$ cat src/rtl/bsg_dfi_to_fifo_sync.sv
// bsg_dfi_to_fifo_sync_fifo: small valid/ready queue, power-of-two depth.
// Latency: a push is visible on o_vld the cycle after it is accepted.
// Backpressure: output holds while o_vld & ~i_rdy; a push while full is dropped.
// Ports: i_clk/i_rst_n (sync, active-low), i_push/i_dat in, o_full,
//        o_vld/o_dat/i_rdy out side. o_dat reads 0 while empty.
module bsg_dfi_to_fifo_sync_fifo #(
  parameter int width_p = 8,
  parameter int els_p   = 4
) (
  input  logic               i_clk,
  input  logic               i_rst_n,
  input  logic               i_push,
  input  logic [width_p-1:0] i_dat,
  output logic               o_full,
  output logic               o_vld,
  output logic [width_p-1:0] o_dat,
  input  logic               i_rdy
);
  localparam int ptr_w_lp = $clog2(els_p);

  logic [width_p-1:0]  r_mem [els_p];
  logic [ptr_w_lp-1:0] r_wr_ptr;
  logic [ptr_w_lp-1:0] r_rd_ptr;
  logic [ptr_w_lp:0]   r_cnt;
  logic                w_push;
  logic                w_pop;

  assign o_full = (r_cnt == (ptr_w_lp+1)'(els_p));
  assign o_vld  = (r_cnt != '0);
  assign o_dat  = o_vld ? r_mem[r_rd_ptr] : '0;
  // Full is judged on the registered count, so a same-cycle pop never
  // rescues a push into a full queue.
  assign w_push = i_push & ~o_full;
  assign w_pop  = o_vld & i_rdy;

  always_ff @(posedge i_clk) begin
    if (w_push) r_mem[r_wr_ptr] <= i_dat;
  end

  always_ff @(posedge i_clk) begin
    if (!i_rst_n) begin
      r_wr_ptr <= '0;
      r_rd_ptr <= '0;
      r_cnt    <= '0;
    end else begin
      if (w_push) r_wr_ptr <= r_wr_ptr + 1'b1;
      if (w_pop)  r_rd_ptr <= r_rd_ptr + 1'b1;
      case ({w_push, w_pop})
        2'b10:   r_cnt <= r_cnt + 1'b1;
        2'b01:   r_cnt <= r_cnt - 1'b1;
        default: r_cnt <= r_cnt;
      endcase
    end
  end
endmodule

// bsg_dfi_to_fifo_sync: DFI command/write/read bridge onto FIFO-style ports.
// Latency: cmd and packed write word 1 cycle; read data rd_latency_p after rddata_en.
// Backpressure: cmd/write queues hold under ~ready and drop on overflow (sticky error).
// Ports: clk_i/reset_n_i; dfi_* command, write and read buses; fifo_cmd_* and
//        fifo_wr_* valid/ready outputs; fifo_rd_* valid/yumi input; error_clear_i
//        and fifo_error_o {rd underflow, wr overflow, cmd overflow}.
module bsg_dfi_to_fifo_sync #(
  parameter  int dq_data_width_p = 32,
  parameter  int clk_ratio_p     = 2,
  parameter  int cmd_els_p       = 4,
  parameter  int wr_els_p        = 4,
  parameter  int rd_latency_p    = 2,
  localparam int dq_group_lp     = dq_data_width_p >> 3,
  localparam int beat_w_lp       = 2*dq_data_width_p + 2*dq_group_lp,
  localparam int cmd_w_lp        = 26
) (
  input  logic                                    clk_i,
  input  logic                                    reset_n_i,
  input  logic [2:0]                              dfi_bank_i,
  input  logic [15:0]                             dfi_address_i,
  input  logic                                    dfi_cke_i,
  input  logic                                    dfi_cs_n_i,
  input  logic                                    dfi_ras_n_i,
  input  logic                                    dfi_cas_n_i,
  input  logic                                    dfi_we_n_i,
  input  logic                                    dfi_reset_n_i,
  input  logic                                    dfi_odt_i,
  input  logic                                    dfi_wrdata_en_i,
  input  logic [2*dq_data_width_p-1:0]            dfi_wrdata_i,
  input  logic [2*dq_group_lp-1:0]                dfi_wrdata_mask_i,
  input  logic                                    dfi_rddata_en_i,
  output logic [2*dq_data_width_p-1:0]            dfi_rddata_o,
  output logic                                    dfi_rddata_valid_o,
  output logic                                    fifo_cmd_v_o,
  output logic [cmd_w_lp-1:0]                     fifo_cmd_data_o,
  input  logic                                    fifo_cmd_ready_i,
  output logic                                    fifo_wr_v_o,
  output logic [clk_ratio_p*beat_w_lp-1:0]        fifo_wr_data_o,
  input  logic                                    fifo_wr_ready_i,
  input  logic                                    fifo_rd_v_i,
  input  logic [clk_ratio_p*2*dq_data_width_p-1:0] fifo_rd_data_i,
  output logic                                    fifo_rd_yumi_o,
  input  logic                                    error_clear_i,
  output logic [2:0]                              fifo_error_o
);
  localparam int cnt_w_lp  = (clk_ratio_p > 1) ? $clog2(clk_ratio_p) : 1;
  localparam int rd_w_lp   = 2*dq_data_width_p;
  localparam int word_w_lp = clk_ratio_p*beat_w_lp;
  localparam logic [cnt_w_lp-1:0] last_beat_lp = cnt_w_lp'(clk_ratio_p-1);

  // Command path
  logic                w_cmd_push;
  logic                w_cmd_full;
  logic [cmd_w_lp-1:0] w_cmd_dat;

  assign w_cmd_push = ~dfi_cs_n_i;
  assign w_cmd_dat  = {dfi_bank_i, dfi_address_i, dfi_cke_i, dfi_cs_n_i,
                       dfi_ras_n_i, dfi_cas_n_i, dfi_we_n_i, dfi_reset_n_i,
                       dfi_odt_i};

  bsg_dfi_to_fifo_sync_fifo #(.width_p(cmd_w_lp), .els_p(cmd_els_p)) u_cmd_fifo (
    .i_clk   (clk_i),
    .i_rst_n (reset_n_i),
    .i_push  (w_cmd_push),
    .i_dat   (w_cmd_dat),
    .o_full  (w_cmd_full),
    .o_vld   (fifo_cmd_v_o),
    .o_dat   (fifo_cmd_data_o),
    .i_rdy   (fifo_cmd_ready_i)
  );

  // Write path: assemble clk_ratio_p beats, push on the last one
  logic [cnt_w_lp-1:0]  r_beat_cnt_w;
  logic [word_w_lp-1:0] r_wr_asm;
  logic [word_w_lp-1:0] w_wr_word;
  logic                 w_wr_push;
  logic                 w_wr_full;

  // The word pushed on the last beat must already contain that beat, so the
  // current beat is merged combinationally rather than through r_wr_asm.
  always_comb begin
    w_wr_word = r_wr_asm;
    w_wr_word[int'(r_beat_cnt_w)*beat_w_lp +: beat_w_lp] = {dfi_wrdata_i, dfi_wrdata_mask_i};
  end

  assign w_wr_push = dfi_wrdata_en_i & (r_beat_cnt_w == last_beat_lp);

  always_ff @(posedge clk_i) begin
    if (!reset_n_i) begin
      r_beat_cnt_w <= '0;
      r_wr_asm     <= '0;
    end else if (dfi_wrdata_en_i) begin
      if (r_beat_cnt_w == last_beat_lp) begin
        r_beat_cnt_w <= '0;
        r_wr_asm     <= '0;
      end else begin
        r_beat_cnt_w <= r_beat_cnt_w + 1'b1;
        r_wr_asm     <= w_wr_word;
      end
    end
  end

  bsg_dfi_to_fifo_sync_fifo #(.width_p(word_w_lp), .els_p(wr_els_p)) u_wr_fifo (
    .i_clk   (clk_i),
    .i_rst_n (reset_n_i),
    .i_push  (w_wr_push),
    .i_dat   (w_wr_word),
    .o_full  (w_wr_full),
    .o_vld   (fifo_wr_v_o),
    .o_dat   (fifo_wr_data_o),
    .i_rdy   (fifo_wr_ready_i)
  );

  // Read path: latency pipe then unpack one slice per valid beat
  logic [rd_latency_p-1:0] r_rd_sr;
  logic [cnt_w_lp-1:0]     r_beat_cnt_r;
  logic                    w_rd_valid;

  assign w_rd_valid         = r_rd_sr[rd_latency_p-1];
  assign dfi_rddata_valid_o = w_rd_valid;
  assign fifo_rd_yumi_o     = w_rd_valid & fifo_rd_v_i & (r_beat_cnt_r == last_beat_lp);

  always_comb begin
    dfi_rddata_o = '0;
    if (w_rd_valid && fifo_rd_v_i)
      dfi_rddata_o = fifo_rd_data_i[int'(r_beat_cnt_r)*rd_w_lp +: rd_w_lp];
  end

  // The beat counter advances on every valid beat, even on underflow, so a
  // starved burst still leaves the counter aligned to burst boundaries.
  always_ff @(posedge clk_i) begin
    if (!reset_n_i) begin
      r_rd_sr      <= '0;
      r_beat_cnt_r <= '0;
    end else begin
      r_rd_sr[0] <= dfi_rddata_en_i;
      for (int i = 1; i < rd_latency_p; i++) r_rd_sr[i] <= r_rd_sr[i-1];
      if (w_rd_valid)
        r_beat_cnt_r <= (r_beat_cnt_r == last_beat_lp) ? '0 : r_beat_cnt_r + 1'b1;
    end
  end

  // Sticky errors; a new event outranks a simultaneous clear
  logic [2:0] r_err;
  logic [2:0] w_err_set;

  assign w_err_set    = {w_rd_valid & ~fifo_rd_v_i, w_wr_push & w_wr_full, w_cmd_push & w_cmd_full};
  assign fifo_error_o = r_err;

  always_ff @(posedge clk_i) begin
    if (!reset_n_i) r_err <= '0;
    else            r_err <= (error_clear_i ? 3'b000 : r_err) | w_err_set;
  end
endmodule

$ cat config.mk
export PLATFORM = sky130hd
export DESIGN_NAME = bsg_dfi_to_fifo_sync
export DESIGN_NICKNAME = d
export VERILOG_FILES = /design/src/rtl/bsg_dfi_to_fifo_sync.sv
export SDC_FILE = /design/constraint.sdc
export NUM_CORES = 1
export LEC_CHECK = 0
export ABC_AREA = 1
export ABC_CLOCK_PERIOD_IN_PS = 11100
export CAP_MARGIN = 25
export CORE_MARGIN = 3
export CORE_UTILIZATION = 55
export CTS_CLUSTER_DIAMETER = 100
export CTS_CLUSTER_SIZE = 12
export DETAILED_ROUTE_END_ITERATION = 8
export GPL_TIMING_DRIVEN = 0
export PLACE_DENSITY = 0.8
export SETUP_SLACK_MARGIN = 0.15
export SYNTH_ARGS = -nofsm -noshare
export SYNTH_HDL_FRONTEND = slang
export SYNTH_SLANG_ARGS = --single-unit
export TNS_END_PERCENT = 30
$ cat constraint.sdc
create_clock -name clk_i -period 11.1 [get_ports clk_i]
set_input_delay 2.22 -clock clk_i [delete_from_list [all_inputs] [get_ports clk_i]]
set_output_delay 2.22 -clock clk_i [all_outputs]
set_load 0.005 [all_outputs]
# Yosys cells after proc, flatten, opt, wreduce, memory -nomap -nowiden

Memories as Yosys holds them, arrays and structs flattened. A register that Yosys moved wholly into a read port is not among the register bits.
Index checks and enable logic that the tools add are counted.
W data, S select, Z words.

$add $sub $neg: 11
Multipliers: 1
Div/mod/pow operators: 0
Magnitude comparators: 0
Eq/ne operators: 6
Shift-type cells: 3
Multiplexer cells: 18
Bitwise gates (word level): 15
Reductions and logical operators: 5

Operators by type and width:

| kind                        | number |
|---|---|
| $mux W144                   | 2 |
| $bwmux W144                 | 1 |
| $shift A72 B33 Y144 const A | 1 |
| $shiftx A72 B33 Y144        | 1 |
| $shiftx A128 B8 Y64         | 1 |
| $mux W64                    | 1 |
| $neg A8 Y33                 | 1 |
| $mux W26                    | 1 |
| $pmux W3 S2                 | 2 |
| $and A1 B1 Y1               | 10 |
| $add A2 B1 Y2 const B       | 4 |
| $mux W2                     | 4 |
| $add A3 B1 Y3 const B       | 2 |
| $eq A3 B3 Y1 const B        | 2 |
| $mux W1                     | 6 |
| $reduce_bool A3 Y1          | 2 |
| $sub A3 B1 Y3 const B       | 2 |
| $mul A1 B4 Y5 const B       | 1 |
| $eq A2 B1 Y1 const B        | 2 |
| $eq A2 B2 Y1 const B        | 2 |
| $not A1 Y1                  | 4 |
| $reduce_bool A2 Y1          | 2 |
| $mux W3                     | 1 |
| $or A3 B3 Y3                | 1 |
| other kinds (2)             | 3 |

Flip-flop bits (word level): 165
Latch bits: 0
RAM bits: 680
Memory bits (read-only): 0
Output and inout bits: 241
Logic and storage cells: 72
Memories: 2

Memories:

| name             | words | bits a word | read ports | clocked after Yosys merged registers in | write ports | line | RTL |
|---|---|---|---|---|---|---|---|
| u_wr_fifo.r_mem  | 4     | 144         | 1          | 1                                       | 1           | 21   | `logic [width_p-1:0] r_mem [els_p];` |
| u_cmd_fifo.r_mem | 4     | 26          | 1          | 1                                       | 1           | 21   |  |

# Longest topological paths before layout

Gate-level depths: netlist (run 1).

Word-level depth: 5
Gate-level depth with buffers: 13
Mapped depth without buffers: 13

# By module

Synthesis (run 1) repeated with hierarchy kept, for this count alone.

Cells, all modules: 3324
Area total of the unflattened synthesis: 34777.1 sq um

By module, submodules not included:

| module                                 | instances | cells each | area each (sq um) |
|---|---|---|---|
| bsg_dfi_to_fifo_sync_fifo (u_wr_fifo)  | 1         | 1765       | 22709.3 |
| bsg_dfi_to_fifo_sync                   | 1         | 1183       | 7527.2 |
| bsg_dfi_to_fifo_sync_fifo (u_cmd_fifo) | 1         | 376        | 4540.6 |

# Worst setup path before layout (run 1)

No wires, ideal clock.

Path kind: input-to-reg
Start point: in dfi_wrdata_en_i
End point: mem u_wr_fifo.r_mem[0][0] (netlist name), enable pin
Setup time: 650 ps
Arrival: 8679 ps
Setup slack: 1771 ps
Stages: 5
Buffers on the path: 1
Cell sequence: buf_2 nand2_1 inv_1 nand2_1 nor2_1

Cells in the longest elaborated chain, start to end: 4

RTL lines:

| element                       | line | RTL |
|---|---|---|
| start, declared               | 84   | `input logic dfi_wrdata_en_i,` |
| $and A1 B1 Y1                 | 142  | `assign w_wr_push = dfi_wrdata_en_i & (r_beat_cnt_w == last_beat_lp);` |
| $and A1 B1 Y1                 | 33   | `assign w_push = i_push & ~o_full;` |
| $mux W1                       | 37   | `if (w_push) r_mem[r_wr_ptr] <= i_dat;` |
| $mux W1 (implied by the code) | 37   |  |
| end, declared                 | 21   |  |

No other way between the ends.

# Worst setup path in the final report (run 1)

Start point: in fifo_rd_v_i
End point: out dfi_rddata_o[32]

Cells in the longest elaborated chain, start to end: 2

RTL lines:

| element             | line | RTL |
|---|---|---|
| start, declared     | 96   | `input logic fifo_rd_v_i,` |
| $logic_and A1 B1 Y1 | 181  | `if (w_rd_valid && fifo_rd_v_i)` |
| $mux W64            | 181  |  |
| end, declared       | 88   | `output logic [2*dq_data_width_p-1:0] dfi_rddata_o,` |

No other way between the ends.

==> impl_metrics.ini, run 1 <==
[detailed_routing]
dr.pass1.iters = 6
drc = 0
wl_per_cell_um = 22.1
drt_wl_total_um = 104000
detail-route-antenna-nets = 0
drt_iter0_markers = 2868
route.vias.total = 27046
viasPerCell = 5.73

[timing]
setup_viol = 0
finalCriticalPeriod_ns = 6.69
hold_violations = 0
whs_ns = 0.413
max_freq_mhz = 150
timing.final.crit_share_pct = 60.2
final_max_slew_viol_count = 0
finalClockSkew_ns = 0.0249
worstMarginPinSlew_ns = 0.891
max_slew_margin_pct = 40.5
grt_setup_unrepaired = no

[synthesis]
syn-num-nets = 3486
yosys_warnings = 0
yosysSeqAreaShare_pct = 69.7
postSynthCellCount = 3240
yosys-top-cells-area = edfxtp_1 60%, dfxtp_1 9.9%, nor2_1 8.5%, nand2_1 5.0%, o21ai_0 4.7%
synth_top_area_share_pct = 59.8
yosysTopAreaCell = edfxtp_1
syn_avg_cell_area_sq_um = 10.5
synth_area_sq_um = 34200
synth-seq-cells = 849
synth.distinct_cells = 22

[place]
place_inst = 4562
port_buffers = 473
dp_hpwl_um = 70900
gp_congestion = 0.924

[worst_setup_path]
crit_top_cell = clkdlybuf4s50_1
slowest_stage = buf_1
arrival_ns = 4.47
endpoint_kind = output port
critical_path.max_stage_delay_ns = 0.65
worst-path-max-fanout = 10
cp.required_ns = 8.88
worst_setup_path_start_kind = input port
worstPathCellList = clkdlybuf4s50_1 > nand2_1 > clkbuf_1 > buf_1 > a21oi_1 > clkdlybuf4s50_1
worstSetupPathType = input port to output port

[grt]
overflow = 0
grt_use_total_pct = 31.3
antenna_found_initial = 13
grt_max_degree = 32
grt_pass1_wl_um = 152000
grt_pass1_vias = 26126

[clocking]
cts_sinks = 849
cts-resized-gates = 0
cts_setup_buffers = 0
clock_latency_ns = 0.64
cts_buffers = 80
cts_tree = built
postCtsHoldBufs = 0
cts_root_buf = clkbuf_16
cts_buffer_depth = 3
clk_pin_slew_worst_paths_ns = 0.06
htreeDepth = 3

[pwr]
ir_drop_mv = 0.124
p_leak_nw = 15.2
p_per_area_nw_per_um2 = 209
p_total_w = 0.00894

[finish]
post-route-util_pct = 70.3
drive_gt1_share_pct = 6.49
final_common_cell = nor2_1
syn_to_final_growth_pct = 25.3
layout_common_cells = 767 x nor2_1, 680 x edfxtp_1, 473 x clkdlybuf4s50_1, 453 x nand2_1, 324 x o21ai_0
nFillCells = 4140
stdcell_count = 4721
num-nets-final = 4062

[flow_run]
drv_cap = 0

[floorplanning]
placementRows = 90
die_x_um = 255
die_h_um = 255
core_sq_um = 60900
boundaryPins = 475
dieArea_sq_um = 65200
start_util_pct = 56.1

[outcome]
status = completed

[worst_hold_path]
min-delay-path-class = register to register
-- stage by stage --
step                      TNS (ns)  setup slack (ns)  instance area, sq um
after CTS                        0              4.42                 42800
after global routing             0              4.28                 42800
final                            0              4.41                 42800
after floorplan                  0              1.77                 34200
after detailed placement         0              4.42                 40400
after global placement    -1783.57             -3.20                 39900
-- synthesized netlist by cell type --
library cell / n
nor2_1: 775
edfxtp_1: 680
nand2_1: 453
o21ai_0: 324
a21oi_1: 320
dfxtp_1: 169
o21ai_1: 165
inv_1: 109
buf_2: 83
clkbuf_1: 66
buf_4: 27
buf_1: 18
clkbuf_2: 16
nand3_1: 12
ha_1: 10
inv_2: 4
clkinv_1: 2
fa_1: 2
inv_4: 2
buf_6: 1
nand2_2: 1
or2_2: 1
-- critical path: cells and delay by family --
family	cells	cell delay, ns
AO/OA/AOI/OAI	1	0.12
AND/OR/NAND/NOR	1	0.09
buffers and inverters	4	2.02
-- state kept, by name, indices dropped and copies added (netlist names), named ones only --
register and flops:
u_cmd_fifo.r_rd_ptr 2, u_cmd_fifo.r_mem 104, r_rd_sr 2, u_wr_fifo.r_rd_ptr 2, r_beat_cnt_w 1, u_wr_fifo.r_cnt 3, u_wr_fifo.r_wr_ptr 2, u_wr_fifo.r_mem 576
r_wr_asm 144, r_beat_cnt_r 1, u_cmd_fifo.r_wr_ptr 2, fifo_error_o 3, u_cmd_fifo.r_cnt 3
-- power breakdown --
part	internal [W]	switching [W]
Combinational	0.00113	0.00168
Sequential	0.00356	0.0000382
Clock	0.00138	0.00114
Total	0.00608	0.00286
-- final cells by class --
cell class | instances | area, sq um | share of cell area, %
Buffer | 211 | 1020 | 2.39
Timing Repair Buffer | 494 | 5170 | 12.1
Clock buffer | 141 | 2250 | 5.26
Inverter | 117 | 444 | 1.04
Multi-Input combinational cell | 2063 | 8960 | 20.9
Tap cell | 828 | 1040 | 2.42
Sequential cell | 849 | 23800 | 55.6
Antenna cell | 11 | 27.5 | 0.0643
Clock inverter | 7 | 83.8 | 0.196
-- final timing paths --
path / start / to / slack, ns / depth (start not counted)
setup / recovery: fifo_rd_v_i / dfi_rddata_o[32] / 4.41 / 6
hold / removal: r_rd_sr[0] / r_rd_sr[1] / 0.41 / 2
setup reg to reg: r_beat_cnt_w / u_wr_fifo.r_mem[3][132] / 7.73 / 8
hold reg to reg: r_rd_sr[0] / r_rd_sr[1] / 0.41 / 2
-- cells by family (layout without fill, tap and decap cells) --
group / Yosys count / after routing / share of synthesized area (%)
AOI/OAI and AO/OA: 809 / 809 / 11.9
adders and majority gates: 12 / 12 / 0.483
buffers and inverters: 328 / 970 / 4.30
DFF: 849 / 849 / 69.7
other: 0 / 11 / 0
and+or+nand+nor: 1242 / 1242 / 13.7
-- layer usage --
metal  wire length, um  global-route usage [%]  vias to the layer above  part of all wire (%)
li1                  -                       -                    12211                     -
met1             35200                    36.6                    12796                    34
met2             52000                    53.5                     1724                    50
met3             10400                    6.17                      311                    10
met4              6790                    19.5                        4                   6.5
met5                27                       0                        -                 0.026
No activity file was read; power rests on OpenSTA's default activity.
==> run 2, diff against run 1 <==
--- a/config.mk
+++ b/config.mk
@@ -6,15 +6,15 @@
 export NUM_CORES = 1
 export LEC_CHECK = 0
 export ABC_AREA = 1
-export ABC_CLOCK_PERIOD_IN_PS = 11100
+export ABC_CLOCK_PERIOD_IN_PS = 6070
 export CAP_MARGIN = 25
 export CORE_MARGIN = 3
-export CORE_UTILIZATION = 55
+export CORE_UTILIZATION = 49
 export CTS_CLUSTER_DIAMETER = 100
 export CTS_CLUSTER_SIZE = 12
 export DETAILED_ROUTE_END_ITERATION = 8
 export GPL_TIMING_DRIVEN = 0
-export PLACE_DENSITY = 0.8
+export PLACE_DENSITY = 0.76
 export SETUP_SLACK_MARGIN = 0.15
 export SYNTH_ARGS = -nofsm -noshare
 export SYNTH_HDL_FRONTEND = slang
==> constraint.sdc (replaced) <==
create_clock -name clk_i -period 6.07 [get_ports clk_i]
set_input_delay 1.214 -clock clk_i [delete_from_list [all_inputs] [get_ports clk_i]]
set_output_delay 1.214 -clock clk_i [all_outputs]
set_load 0.005 [all_outputs]
==> run 2 against run 1 <==
Net effect: total power up 83%; largest cell class unchanged; sequential power up 83%; non-clock buffer count increased by 1; clock skew grew 0.0047 ns; sequential share of layout area fell by 0.23 points.
==> impl_metrics.ini, run 2 (synthesis results as in run 1) <==
[pwr]
swShare_pct = 31.8
p_per_area_nw_per_um2 = 380
p_leak_nw = 15.2
p_int_w = 0.0111
p_total_w = 0.0163
pwr-share-comb_pct = 31.3
pwr-share-clk_pct = 28.3
power_switching_w = 0.00519
seqPwrFrac_pct = 40.4
ir_drop_mv = 0.212

[timing]
grt_setup_unrepaired = no
timing.final.crit_share_pct = 76.1
hold_violations = 0
worstMarginPinSlew_ns = 0.941
finalCriticalPeriod_ns = 4.62
finalClockSkew_ns = 0.0296
fin_setup_tns_ns = 0
max_slew_margin_pct = 37.1
max_freq_mhz = 217
setup_viol = 0
final_max_slew_viol_count = 0
layout_setup_ws_ns = 1.45

[worst_setup_path]
critical_path.max_stage_delay_ns = 0.51
critPathBufInv = 4
rrSetupSlack_ns = 2.79
worstPathCellList = clkdlybuf4s50_1 > nand2_1 > clkbuf_1 > buf_1 > a21oi_1 > clkdlybuf4s50_1
worstSetupPathType = input port to output port
cp_num_cells = 6
endpoint = dfi_rddata_o[29]
reg2reg_to = u_wr_fifo.r_mem[0][107]
ff2ff_path_depth = 8
worst_setup_path_start_kind = input port
r2r_start = r_beat_cnt_w
slowest_stage = clkdlybuf4s50_1
endpoint_kind = output port
cp_top_family = buffers and inverters
worst-path-max-fanout = 10
arrival_ns = 3.40
crit_start = fifo_rd_v_i
crit_top_cell = clkdlybuf4s50_1
cp.required_ns = 4.86

[detailed_routing]
dr.pass1.iters = 6
drc = 0
detail-route-antenna-nets = 0
route.vias.total = 26345
drt_iter0_markers = 2624
viasPerCell = 5.46
wl_per_cell_um = 21.3
drt_wl_total_um = 103000

[grt]
overflow = 0
grt_max_degree = 32
grt_use_total_pct = 27.2
antenna_found_initial = 10
grt_pass1_vias = 25241
grt_pass1_wl_um = 150000

[finish]
design_area_sq_um = 43000
seqCellArea_sq_um = 23800
drive_gt1_share_pct = 6.49
layout_common_cells = 767 x nor2_1, 680 x edfxtp_1, 473 x clkdlybuf4s50_1, 453 x nand2_1, 324 x o21ai_0
final_common_cell = nor2_1
largestRegisters = u_wr_fifo.r_mem (576), r_wr_asm (144), u_cmd_fifo.r_mem (104)
stdcell_count = 4823
syn_to_final_growth_pct = 25.8
num-nets-final = 4063
nFillCells = 5278
multi_input_area_sq_um = 8960
regMostFlops = u_wr_fifo.r_mem
largest_reg_flops = 576

[place]
port_buffers = 473
place_inst = 4666
pre_cts_ws_ns = 1.48
gp_congestion = 0.926
dp_hpwl_um = 71700
dpl_cell_area_sq_um = 40600

[clocking]
cts_buffers = 80
htreeDepth = 3
cts_buffer_depth = 3
cts_sinks = 849
postCtsHoldBufs = 0
cts_root_buf = clkbuf_16
cts_tree = built
clk_pin_slew_worst_paths_ns = 0.06
cts-resized-gates = 0
cts_setup_buffers = 0
clock_latency_ns = 0.64

[floorplanning]
core_sq_um = 68800
placementRows = 96
start_util_pct = 49.6
boundaryPins = 475
dieArea_sq_um = 72900
die_x_um = 270
die_h_um = 270

[flow_run]
drv_cap = 0

[outcome]
status = completed

[worst_hold_path]
min-delay-path-class = register to register
-- run 2: cell types whose count changed in the layout (fill, tap and decap cells not counted) --
cell      previous run  this run
buf_12              19        17
inv_6                3         1
clkbuf_1           126       128
inv_16               1         2
buf_16               2         5
diode_2             11         8
-- run 2: worst min-delay path by stage --
stage	start	end	slack [ns]	cells after the start
3_5_place_dp	r_rd_sr[0]	r_rd_sr[1]	0.41	2
3_3_place_gp	r_rd_sr[0]	r_rd_sr[1]	0.41	2
6_report	r_rd_sr[0]	r_rd_sr[1]	0.43	2
2_1_floorplan	r_rd_sr[0]	r_rd_sr[1]	0.39	2
4_1_cts	r_rd_sr[0]	r_rd_sr[1]	0.43	2
5_1_grt	r_rd_sr[0]	r_rd_sr[1]	0.44	2
-- run 2: area by class of cell --
class | count | area share, %
Antenna cell | 8 | 0.0466
Timing Repair Buffer | 495 | 12.1
Inverter | 117 | 1.03
Sequential cell | 849 | 55.4
Clock buffer | 143 | 5.26
Buffer | 211 | 2.38
Multi-Input combinational cell | 2063 | 20.8
Tap cell | 931 | 2.71
Clock inverter | 6 | 0.201
-- run 2: per-stage QoR --
stage	utilization [%]	hold slack, ns
6_report	62.4	0.427
5_1_grt	62.4	0.439
4_1_cts	62.4	0.429
3_5_place_dp	59.0	0.413
3_3_place_gp	58.2	0.407
2_1_floorplan	-	0.390
-- run 2: routing by layer --
layer	up-vias	global-route usage [%]	share of wire (%)
met5	-	0	0.039
met3	257	4.67	8.3
li1	12206	-	-
met1	12482	32.4	36
met4	6	15.6	6.1
met2	1394	46.8	49
-- run 2: worst register-to-register path: cells and delay by family (launching register included) --
| kind | cells | cell delay, ns |
|---|---|---|
| buffers and inverters | 5 | 1.29 |
| DFF | 1 | 0.37 |
| and+or+nand+nor | 3 | 1.32 |
-- run 2: power by group through the flow --
stage	sequential, W	clock [W]	combinational [W]
after floorplan	0.00671	0	0.00220
after global placement	0.00673	0	0.00499
after detailed placement	0.00670	0	0.00507
after CTS	0.00658	0.00466	0.00511
after global routing	0.00660	0.00488	0.00548
final	0.00658	0.00462	0.00511
